File: src/rtl/port_b_uart_tx.sv
// PORTB-driven 8N1 UART transmitter with a small transmit FIFO.
// Frames are sent back-to-back while data is queued; tx is driven from a flop.
module port_b_uart_tx #(
   parameter int CLKS_PER_BIT = 16,
   parameter int FIFO_DEPTH   = 4
) (
   input  logic                               clk,
   input  logic                               reset,
   input  logic                               wr_en,
   input  logic [7:0]                         wr_data,
   output logic                               tx,
   output logic                               busy,
   output logic                               fifo_full,
   output logic                               fifo_empty,
   output logic [$clog2(FIFO_DEPTH+1)-1:0]    fifo_count,
   output logic                               overflow,
   output logic                               tx_done
);

   localparam int PW = $clog2(FIFO_DEPTH);
   localparam int NW = $clog2(FIFO_DEPTH + 1);
   localparam int CW = $clog2(CLKS_PER_BIT);

   typedef enum logic [1:0] {IDLE, START, DATA, STOP} state_t;

   state_t          state_q, state_d;
   logic [CW-1:0]   cnt_q, cnt_d;
   logic [2:0]      bit_idx_q, bit_idx_d;
   logic [7:0]      shift_q, shift_d;
   logic            tx_q, tx_d;
   logic            tx_done_q, tx_done_d;
   logic [PW-1:0]   wr_ptr_q, wr_ptr_d;
   logic [PW-1:0]   rd_ptr_q, rd_ptr_d;
   logic [NW-1:0]   count_q, count_d;
   logic            overflow_q, overflow_d;
   logic [7:0]      mem_q [FIFO_DEPTH];

   logic            full, empty, bit_end, pop, push;

   always_comb begin
      full        = (count_q == NW'(FIFO_DEPTH));
      empty       = (count_q == '0);
      bit_end     = (cnt_q == CW'(CLKS_PER_BIT - 1));
      state_d     = state_q;
      bit_idx_d   = bit_idx_q;
      shift_d     = shift_q;
      tx_d        = tx_q;
      tx_done_d   = 1'b0;
      pop         = 1'b0;
      cnt_d       = bit_end ? '0 : cnt_q + CW'(1);

      case (state_q)
         IDLE: begin
            cnt_d = '0;
            tx_d  = 1'b1;
            if (!empty) begin
               pop     = 1'b1;
               shift_d = mem_q[rd_ptr_q];
               state_d = START;
               tx_d    = 1'b0;
            end
         end
         START: begin
            if (bit_end) begin
               state_d   = DATA;
               bit_idx_d = '0;
               tx_d      = shift_q[0];
            end
         end
         DATA: begin
            if (bit_end) begin
               if (bit_idx_q == 3'd7) begin
                  state_d = STOP;
                  tx_d    = 1'b1;
               end else begin
                  shift_d   = shift_q >> 1;
                  bit_idx_d = bit_idx_q + 3'd1;
                  tx_d      = shift_q[1];
               end
            end
         end
         STOP: begin
            if (bit_end) begin
               tx_done_d = 1'b1;
               // Chain straight into the next start bit so queued frames have no gap.
               if (!empty) begin
                  pop     = 1'b1;
                  shift_d = mem_q[rd_ptr_q];
                  state_d = START;
                  tx_d    = 1'b0;
               end else begin
                  state_d = IDLE;
                  tx_d    = 1'b1;
               end
            end
         end
         default: begin
            state_d = IDLE;
            tx_d    = 1'b1;
         end
      endcase

      // A full FIFO still accepts a write when the head leaves on the same edge.
      push       = wr_en && (!full || pop);
      overflow_d = overflow_q | (wr_en & full & ~pop);
      wr_ptr_d   = push ? wr_ptr_q + PW'(1) : wr_ptr_q;
      rd_ptr_d   = pop  ? rd_ptr_q + PW'(1) : rd_ptr_q;
      count_d    = count_q;
      if (push && !pop)      count_d = count_q + NW'(1);
      else if (pop && !push) count_d = count_q - NW'(1);
   end

   always_ff @(posedge clk or negedge reset) begin
      if (!reset) begin
         state_q    <= IDLE;
         cnt_q      <= '0;
         bit_idx_q  <= '0;
         shift_q    <= '0;
         tx_q       <= 1'b1;
         tx_done_q  <= 1'b0;
         wr_ptr_q   <= '0;
         rd_ptr_q   <= '0;
         count_q    <= '0;
         overflow_q <= 1'b0;
      end else begin
         state_q    <= state_d;
         cnt_q      <= cnt_d;
         bit_idx_q  <= bit_idx_d;
         shift_q    <= shift_d;
         tx_q       <= tx_d;
         tx_done_q  <= tx_done_d;
         wr_ptr_q   <= wr_ptr_d;
         rd_ptr_q   <= rd_ptr_d;
         count_q    <= count_d;
         overflow_q <= overflow_d;
      end
   end

   always_ff @(posedge clk) begin
      if (push) mem_q[wr_ptr_q] <= wr_data;
   end

   assign tx         = tx_q;
   assign busy       = (state_q != IDLE);
   assign fifo_full  = full;
   assign fifo_empty = empty;
   assign fifo_count = count_q;
   assign overflow   = overflow_q;
   assign tx_done    = tx_done_q;

endmodule
File: config.mk
export PLATFORM = sky130hd
export DESIGN_NAME = port_b_uart_tx
export DESIGN_NICKNAME = d
export VERILOG_FILES = /design/src/rtl/port_b_uart_tx.sv
export SDC_FILE = /design/constraint.sdc
export NUM_CORES = 1
export LEC_CHECK = 0
export ABC_AREA = 1
export BUFFER_PORTS_ARGS = -buffer_cell sky130_fd_sc_hd__buf_2
export CAP_MARGIN = 0
export CORE_MARGIN = 4
export CORE_UTILIZATION = 60
export CTS_CLUSTER_SIZE = 8
export DETAILED_ROUTE_END_ITERATION = 12
export GPL_ROUTABILITY_DRIVEN = 0
export HOLD_SLACK_MARGIN = 0.08
export PLACE_DENSITY = 0.83
export SLEW_MARGIN = 10
export SYNTH_ARGS = -nofsm -noshare
export SYNTH_HDL_FRONTEND = slang
export SYNTH_SLANG_ARGS = --single-unit
File: constraint.sdc
create_clock -name clk -period 6.5 [get_ports clk]
set_clock_uncertainty 0.15 [all_clocks]
set_input_delay 0.65 -clock clk [delete_from_list [all_inputs] [get_ports clk]]
set_output_delay 0.65 -clock clk [all_outputs]
set_load 0.1 [all_outputs]
==> results of run 1 <==
-- cell families (layout without fill, tap and decap cells) --
group / Yosys count / count (layout) / synth area share
AND/OR/NAND/NOR: 112 / 112 / 0.177
AO/OA/AOI/OAI: 33 / 33 / 0.0762
adder cells (fa/ha/maj): 14 / 14 / 0.0670
buffers and inverters: 37 / 66 / 0.0551
multiplexers: 1 / 1 / 0.00413
flip-flops: 59 / 59 / 0.601
XOR/XNOR: 6 / 6 / 0.0193
-- routing by layer --
layer | GRT usage | share of wire
met3 | 0.0554 | 0.045
met5 | 0 | 0
met1 | 0.261 | 0.44
met2 | 0.316 | 0.50
met4 | 0.0835 | 0.018
-- flip-flops by register name, indices dropped and copies added (netlist names) --
| name | count |
|---|---|
| wr_ptr_q | 2 |
| bit_idx_q | 3 |
| cnt_q | 4 |
| rd_ptr_q | 2 |
| tx | 1 |
| tx_done | 1 |
| mem_q | 32 |
| overflow | 1 |
| state_q | 2 |
| fifo_count | 3 |
| shift_q | 8 |
-- layout by cell type (no fill, tap or decap), types with 2 or more instances in the layout --
cell type	count
a21oi_1	4
a21oi_2	2
buf_2	19
bufinv_16	2
clkbuf_1	2
clkbuf_8	9
clkinv_2	2
dfrtp_1	26
edfxtp_1	32
ha_1	13
inv_1	22
inv_2	8
nand2_1	56
nand2_2	2
nand3_1	13
nand3_2	3
nand4_1	2
nor2_1	29
nor2_2	2
o211ai_1	8
o21ai_0	10
o21ai_1	4
o21ai_2	2
or2_2	2
xnor2_1	2
xor2_1	4
-- through the flow --
stage,hold slack (ps),cell area (µm²),total power (µW)
floorplan,204,2730,706
global placement,298,2850,758
detailed placement,301,2850,768
CTS,191,3060,1120
global route,212,3060,1170
finish,171,3060,1120
-- worst paths after layout --
| kind | startpoint | endpoint | cells past startpoint | slack, ps |
|---|---|---|---|---|
| setup reg to reg | state_q[0] | fifo_count[2] | 13 | 3770 |
| setup / recovery | state_q[0] | fifo_count[2] | 13 | 3770 |
| hold / removal | reset | shift_q[4] | 1 | 170 |
| max in group asynchronous | reset | fifo_count[0] | 1 | 5620 |
| min in group clk | cnt_q[0] | cnt_q[0] | 1 | 310 |
| hold reg to reg | cnt_q[0] | cnt_q[0] | 1 | 310 |
-- power by group through the flow --
| stage | Combinational (µW) | Sequential [µW] | Clock (µW) |
|---|---|---|---|
| 3_5_place_dp | 274 | 494 | 0 |
| 6_report | 272 | 487 | 356 |
| 4_1_cts | 275 | 487 | 360 |
| 3_3_place_gp | 267 | 492 | 0 |
| 5_1_grt | 296 | 493 | 378 |
| 2_1_floorplan | 130 | 576 | 0 |
-- layout make-up --
cell class,instances,area [µm²]
sequential,59,1640
fill,313,1320
multi-input combinational,166,937
clock buffer,11,131
inverter,31,116
timing repair buffer,19,95.1
clock inverter,5,77.6
tap,52,65.1
-- critical path, cell delays in order (launching register included) --
cell and delay, ps:
dfrtp_1 430, inv_1 120, ha_1 360, a21oi_2 160, nand2_1 130, nand2_2 120, nand2_2 110, inv_2 60
ha_1 130, inv_1 60, fa_1 370, a21oi_1 140, o21ai_0 110, xor2_1 150
==> results.md, run 1 <==
- Nature of the critical path startpoint: register
- Clock-pin slew on the worst setup and hold paths: about 70 ps
- Pins over their slew limit: 0
- Synth warnings: 0
- Clock latency on the worst-skew pair: approximately 330 ps
- Sequential area share after synthesis: 0.601
- # Max-Cap Violations: 0
- Status: complete, no violations
- Synthesized area per cell: between 10 and 15 µm²
- Top-area cell type share of the netlist area: 0.353
- Cts hold-fix bufs: 0
- Initial antenna violation count: 0
- Crit path kind: reg -> reg
- Post-Syn Area: 2730 µm²
- Arrival time worst endpoint: ~2800 ps
- Ant. Diodes: 0
- Post-synth ARST share: 0.458
- LEAKAGE: 0.00136 µW
- NumNets Final: roughly 310
- Switching Fraction: 0.348
- Final hold viol count: 0
- Netlist cell types: 34
- Post-CTS sizing: 0
- Synth Flop Type: edfxtp_1
- Buffers on Ports: 19
- RSZ-0062 raised after global routing: false
- Sw power: between 300 and 400 µW
- Largest net degree at the start of global routing: 28
- Mapped Cells: 262
- PwrDens: approximately 360 nW/µm²
- Post-Route Utilization: 0.698
- Worst relative slew slack: 0.468
- Core box area: 4380 µm²
- Chip width: 75.4 µm
- Worst min-delay path category: in -> async
- Total CTS buffers: 9
- Area Growth Syn to Fin: 12.3%
- Setup-failing EPs final: 0
- CP Max Fanout: 7
- First-pass GRT wire length: 8260 µm
- 1st-iter DRT viols: 92
- Antenna Violating Nets Remaining: 0
- Clock buffer depth: 2
- Pint: 727 µW
- Gr usage total: 0.200
- Global route overflow: 0
- Min Tclk post-route: about 2700 ps
- Setup TNS: 0 ps
- Setup Fix Bufs, Post-CTS: 0
- Detail Placement HPWL: about 3200 µm
- Required time of the critical path: 6560 ps
- Number of synthesized flops with an enable pin: 32
- Root Buffer: clkbuf_8
- Synth area leaders: edfxtp_1 (35%), dfrtp_1 (24%), nand2_1 (7.7%)
- Area leader, netlist: edfxtp_1
- DRC violations left: 0
- Clock sinks: 59
- Count of state elements after synthesis: between 50 and 60
- H-Tree Depth: 3
- Total length of routed wires: about 4900 µm
- Post-Syn Nets: around 290
- Combinational group share of total power: 0.244
- Worst slack at placement: around 3800 ps
- Commonest cells in the synthesized netlist: nand2_1 (56), edfxtp_1 (32), nor2_1 (29), dfrtp_1 (26), inv_1 (22)
- Most common cell in the netlist: nand2_1
- Vias in the first global route: roughly 1800
- Worst VDD drop: 0.311 mV
- Final clock period utilization by the worst path: 0.420
- Finished Layout Cells: ~340
- Worst-Margin Slew: a little under 800 ps
- # IOs: 20
- CTS tree: yes
- FP Rows: 24
- Cell count after placement: between 300 and 400
- Final WS setup: roughly 3800 ps
- Vias per cell: around 5.3
- Clock network fraction of total power: 0.320
- WL/cell: 14.2 µm
- Sequential share of power: 0.436
- Initial Utilization: 0.622
- Nature of the critical path endpoint: register
- Peak Freq: roughly 0.37 GHz
- Via count: 1832
- Die height: 75.4 µm
- DRT Pass-1 Iters: 4
- Die area: between 5000 and 6000 µm²
- Layout cells sized above 1: 0.192
No activity file was read; power rests on OpenSTA's default activity.
==> run 2: changes to the inputs <==
--- a/config.mk
+++ b/config.mk
@@ -5,16 +5,16 @@
 export SDC_FILE = /design/constraint.sdc
 export NUM_CORES = 1
 export LEC_CHECK = 0
-export ABC_AREA = 1
+export ABC_AREA = 0
 export BUFFER_PORTS_ARGS = -buffer_cell sky130_fd_sc_hd__buf_2
 export CAP_MARGIN = 0
 export CORE_MARGIN = 4
-export CORE_UTILIZATION = 60
+export CORE_UTILIZATION = 59
 export CTS_CLUSTER_SIZE = 8
 export DETAILED_ROUTE_END_ITERATION = 12
 export GPL_ROUTABILITY_DRIVEN = 0
 export HOLD_SLACK_MARGIN = 0.08
-export PLACE_DENSITY = 0.83
+export PLACE_DENSITY = 0.82
 export SLEW_MARGIN = 10
 export SYNTH_ARGS = -nofsm -noshare
 export SYNTH_HDL_FRONTEND = slang
==> constraint.sdc (replaced) <==
create_clock -name clk -period 2.6 [get_ports clk]
set_clock_uncertainty 0.15 [all_clocks]
set_input_delay 0.26 -clock clk [delete_from_list [all_inputs] [get_ports clk]]
set_output_delay 0.26 -clock clk [all_outputs]
set_load 0.1 [all_outputs]
==> results.md, run 2 <==
- Total length of routed wires: approximately 5200 µm
- Arrival time worst endpoint: approximately 2600 ps
- NumNets Final: 235
- Layout cells sized above 1: 0.377
- Post-Syn Nets: ~190
- Pins over their slew limit: 0
- Core box area: approximately 4400 µm²
- Clock sinks: 59
- Max incr delay on CP: ~410 ps
- Initial antenna violation count: 0
- Min Tclk post-route: 2550 ps
- WL/cell: around 19 µm
- Synth Flop Type: edfxtp_1
- PwrDens: between 800 and 900 nW/µm²
- FP Rows: 24
- Vias per cell: about 5.7
- Post-synthesis adder-cell area fraction: 0.0679
- LEAKAGE: 0.00130 µW
- Final WS setup: around 50 ps
- Combinational group share of total power: 0.276
- Worst min-delay path category: in -> reg
- Clock-pin slew on the worst setup and hold paths: around 60 ps
- Reg2reg setup slack: 50 ps
- Pint: approximately 1800 µW
- Multiplexer share of the synthesized area: 0.148
- Synthesized area per cell: 16.1 µm²
- Commonest non-fill, non-tap cell in the layout: edfxtp_1
- Largest net degree at the start of global routing: 28
- Post-synthesis simple-gate area fraction: 0.0619
- Number of synthesized flops with an enable pin: 32
- CP Max Fanout: 4
- Clock network fraction of total power: 0.274
- Status: complete, no violations
- Worst-Margin Slew: about 620 ps
- Vias in the first global route: around 1700
- DRC violations left: 0
- Post-Syn Area: between 2000 and 3000 µm²
- Sw power: ~1000 µW
- DRT Pass-1 Iters: 4
- Biggest register: mem_q
- Peak Freq: 0.392 GHz
- Global route overflow: 0
- Clock buffer depth: 2
- Die height: 75.5 µm
- Largest register FFs: 32
- Ant. Diodes: 0
- Commonest cells in the synthesized netlist: edfxtp_1 (32), dfrtp_1 (26), mux2_2 (17), ha_1 (13)
- 1st-iter DRT viols: 100
- Switching Fraction: 0.351
- Most common cell in the netlist: edfxtp_1
- Setup-failing EPs final: 0
- CTS tree: yes
- Area Growth Syn to Fin: 19.2%
- Most frequent cells in the layout: edfxtp_1 (32), dfrtp_1 (22), buf_2 (19)
- Sequential share of power: 0.450
- RSZ-0062 raised after global routing: false
- Final instance area: 3210 µm²
- Antenna Violating Nets Remaining: 0
- Top-area cell type share of the netlist area: 0.357
- Nature of the critical path endpoint: register
- Synth warnings: 0
- Placed Area: a little under 3000 µm²
- Largest regs: mem_q x32, shift_q x8, cnt_q x4
- Worst VDD drop: 0.991 mV
- Worst relative slew slack: 0.587
- Largest family of logic cells by synthesized area: multiplexers
- # Max-Cap Violations: 0
- Nature of the critical path startpoint: register
- Chip width: roughly 76 µm
- Total CTS buffers: 9
- Synth area leaders: edfxtp_1 (36%), dfrtp_1 (24%), mux2_2 (7.1%)
- # IOs: 20
- Post-synth ARST share: 0.458
- Netlist cell types: 38
- Via count: 1534
- Mapped Cells: roughly 170
- Crit path kind: reg -> reg
- First-pass GRT wire length: approximately 8700 µm
- Post-Synth XOR/XNOR Area: 0.0228
- Required time of the critical path: 2660 ps
- Die area: roughly 5700 µm²
- Area leader, netlist: edfxtp_1
- Clock latency on the worst-skew pair: approximately 330 ps
- Final hold viol count: 0
- Initial Utilization: 0.613
- Buffers on Ports: 19
- Sequential area share after synthesis: 0.609
- H-Tree Depth: 3
- Final clock period utilization by the worst path: 0.981
- Root Buffer: clkbuf_8
- Worst slack at placement: -38.2 ps
- Detail Placement HPWL: about 3600 µm
- Slowest-stage cell, CP: dfrtp_1
- Gr usage total: 0.213
- Area fraction in compound gates after synthesis: 0.0684
- Count of state elements after synthesis: just under 60
- CP cell instances: inv_1, ha_2, a41oi_1, o21ai_4, and2_4, ha_4, inv_2, fa_1, mux2_2
-- run 2: cell count changes after synthesis, moves of 8 or more --
cell / change
nand2_1: -53
nor2_1: -25
mux2_2: +16
inv_1: -14
nand3_1: -12
inv_2: -8
mux4_2: +8
o211ai_1: -8
-- run 2: power by group through the flow --
stage / logic (µW) / clock network, µW / registers [µW]
floorplan: 348 / 0 / 1490
finish: 773 / 767 / 1260
detailed placement: 738 / 0 / 1280
global route: 819 / 826 / 1280
global placement: 706 / 0 / 1260
CTS: 762 / 774 / 1260
-- run 2: cell type report --
cell class,instances,area [µm²]
sequential,59,1650
timing repair buffer,36,245
clock inverter,4,41.3
inverter,8,30.0
tap,52,65.1
multi-input combinational,96,1040
clock buffer,12,135
fill,278,1180
-- run 2: metrics by stage --
stage	power [µW]	std cells	hold WS (ps)	setup TNS, ps	util
2_1_floorplan	1840	167	-186	-929	-
3_3_place_gp	1970	241	140	0	0.666
3_5_place_dp	2010	241	161	-38.9	0.666
4_1_cts	2800	266	112	0	0.729
5_1_grt	2920	267	125	0	0.731
6_report	2800	267	125	0	0.731
-- run 2: critical path, delay by kind of cell, from the launching register on --
family	cells	cell delay [ps]
DFF	1	410
AOI/OAI and AO/OA	2	490
buffers and inverters	2	160
and+or+nand+nor	1	180
adders and majority gates	3	770
muxes	1	280
-- run 2: logic make-up (layout without fill, tap and decap cells) --
group,count (synthesis),in the layout
AO/OA/AOI/OAI,22,22
XOR/XNOR,7,7
adder cells (fa/ha/maj),14,14
buffers and inverters,12,60
flip-flops,59,59
multiplexers,27,27
AND/OR/NAND/NOR,26,26
-- run 2: worst paths after layout --
check	start	depth (start not counted)	to
setup / recovery	state_q[1]	9	fifo_count[1]
hold / removal	wr_en	3	wr_ptr_q[1]
setup reg to reg	state_q[1]	9	fifo_count[1]
hold reg to reg	overflow	1	overflow
max in group asynchronous	reset	2	fifo_count[0]
min in group asynchronous	reset	2	shift_q[6]
-- run 2: per-layer routing --
metal  wire length [µm]  vias to the layer above  track usage  part of all wire
li1                   -                      719            -                 -
met1               2170                      778        0.269              0.42
met2               2720                       31        0.358              0.53
met3                211                        6       0.0554             0.041
met4                 61                        0       0.0738             0.012
met5                  0                        -            0                 0
-- run 2: repair_timing --
action,CTS,global route
pin swaps,0,1
hold buffers,9,0
setup buffers,0,1
hold endpoints to repair,58,0
gates resized for setup,2,1
setup endpoints to repair,2,2
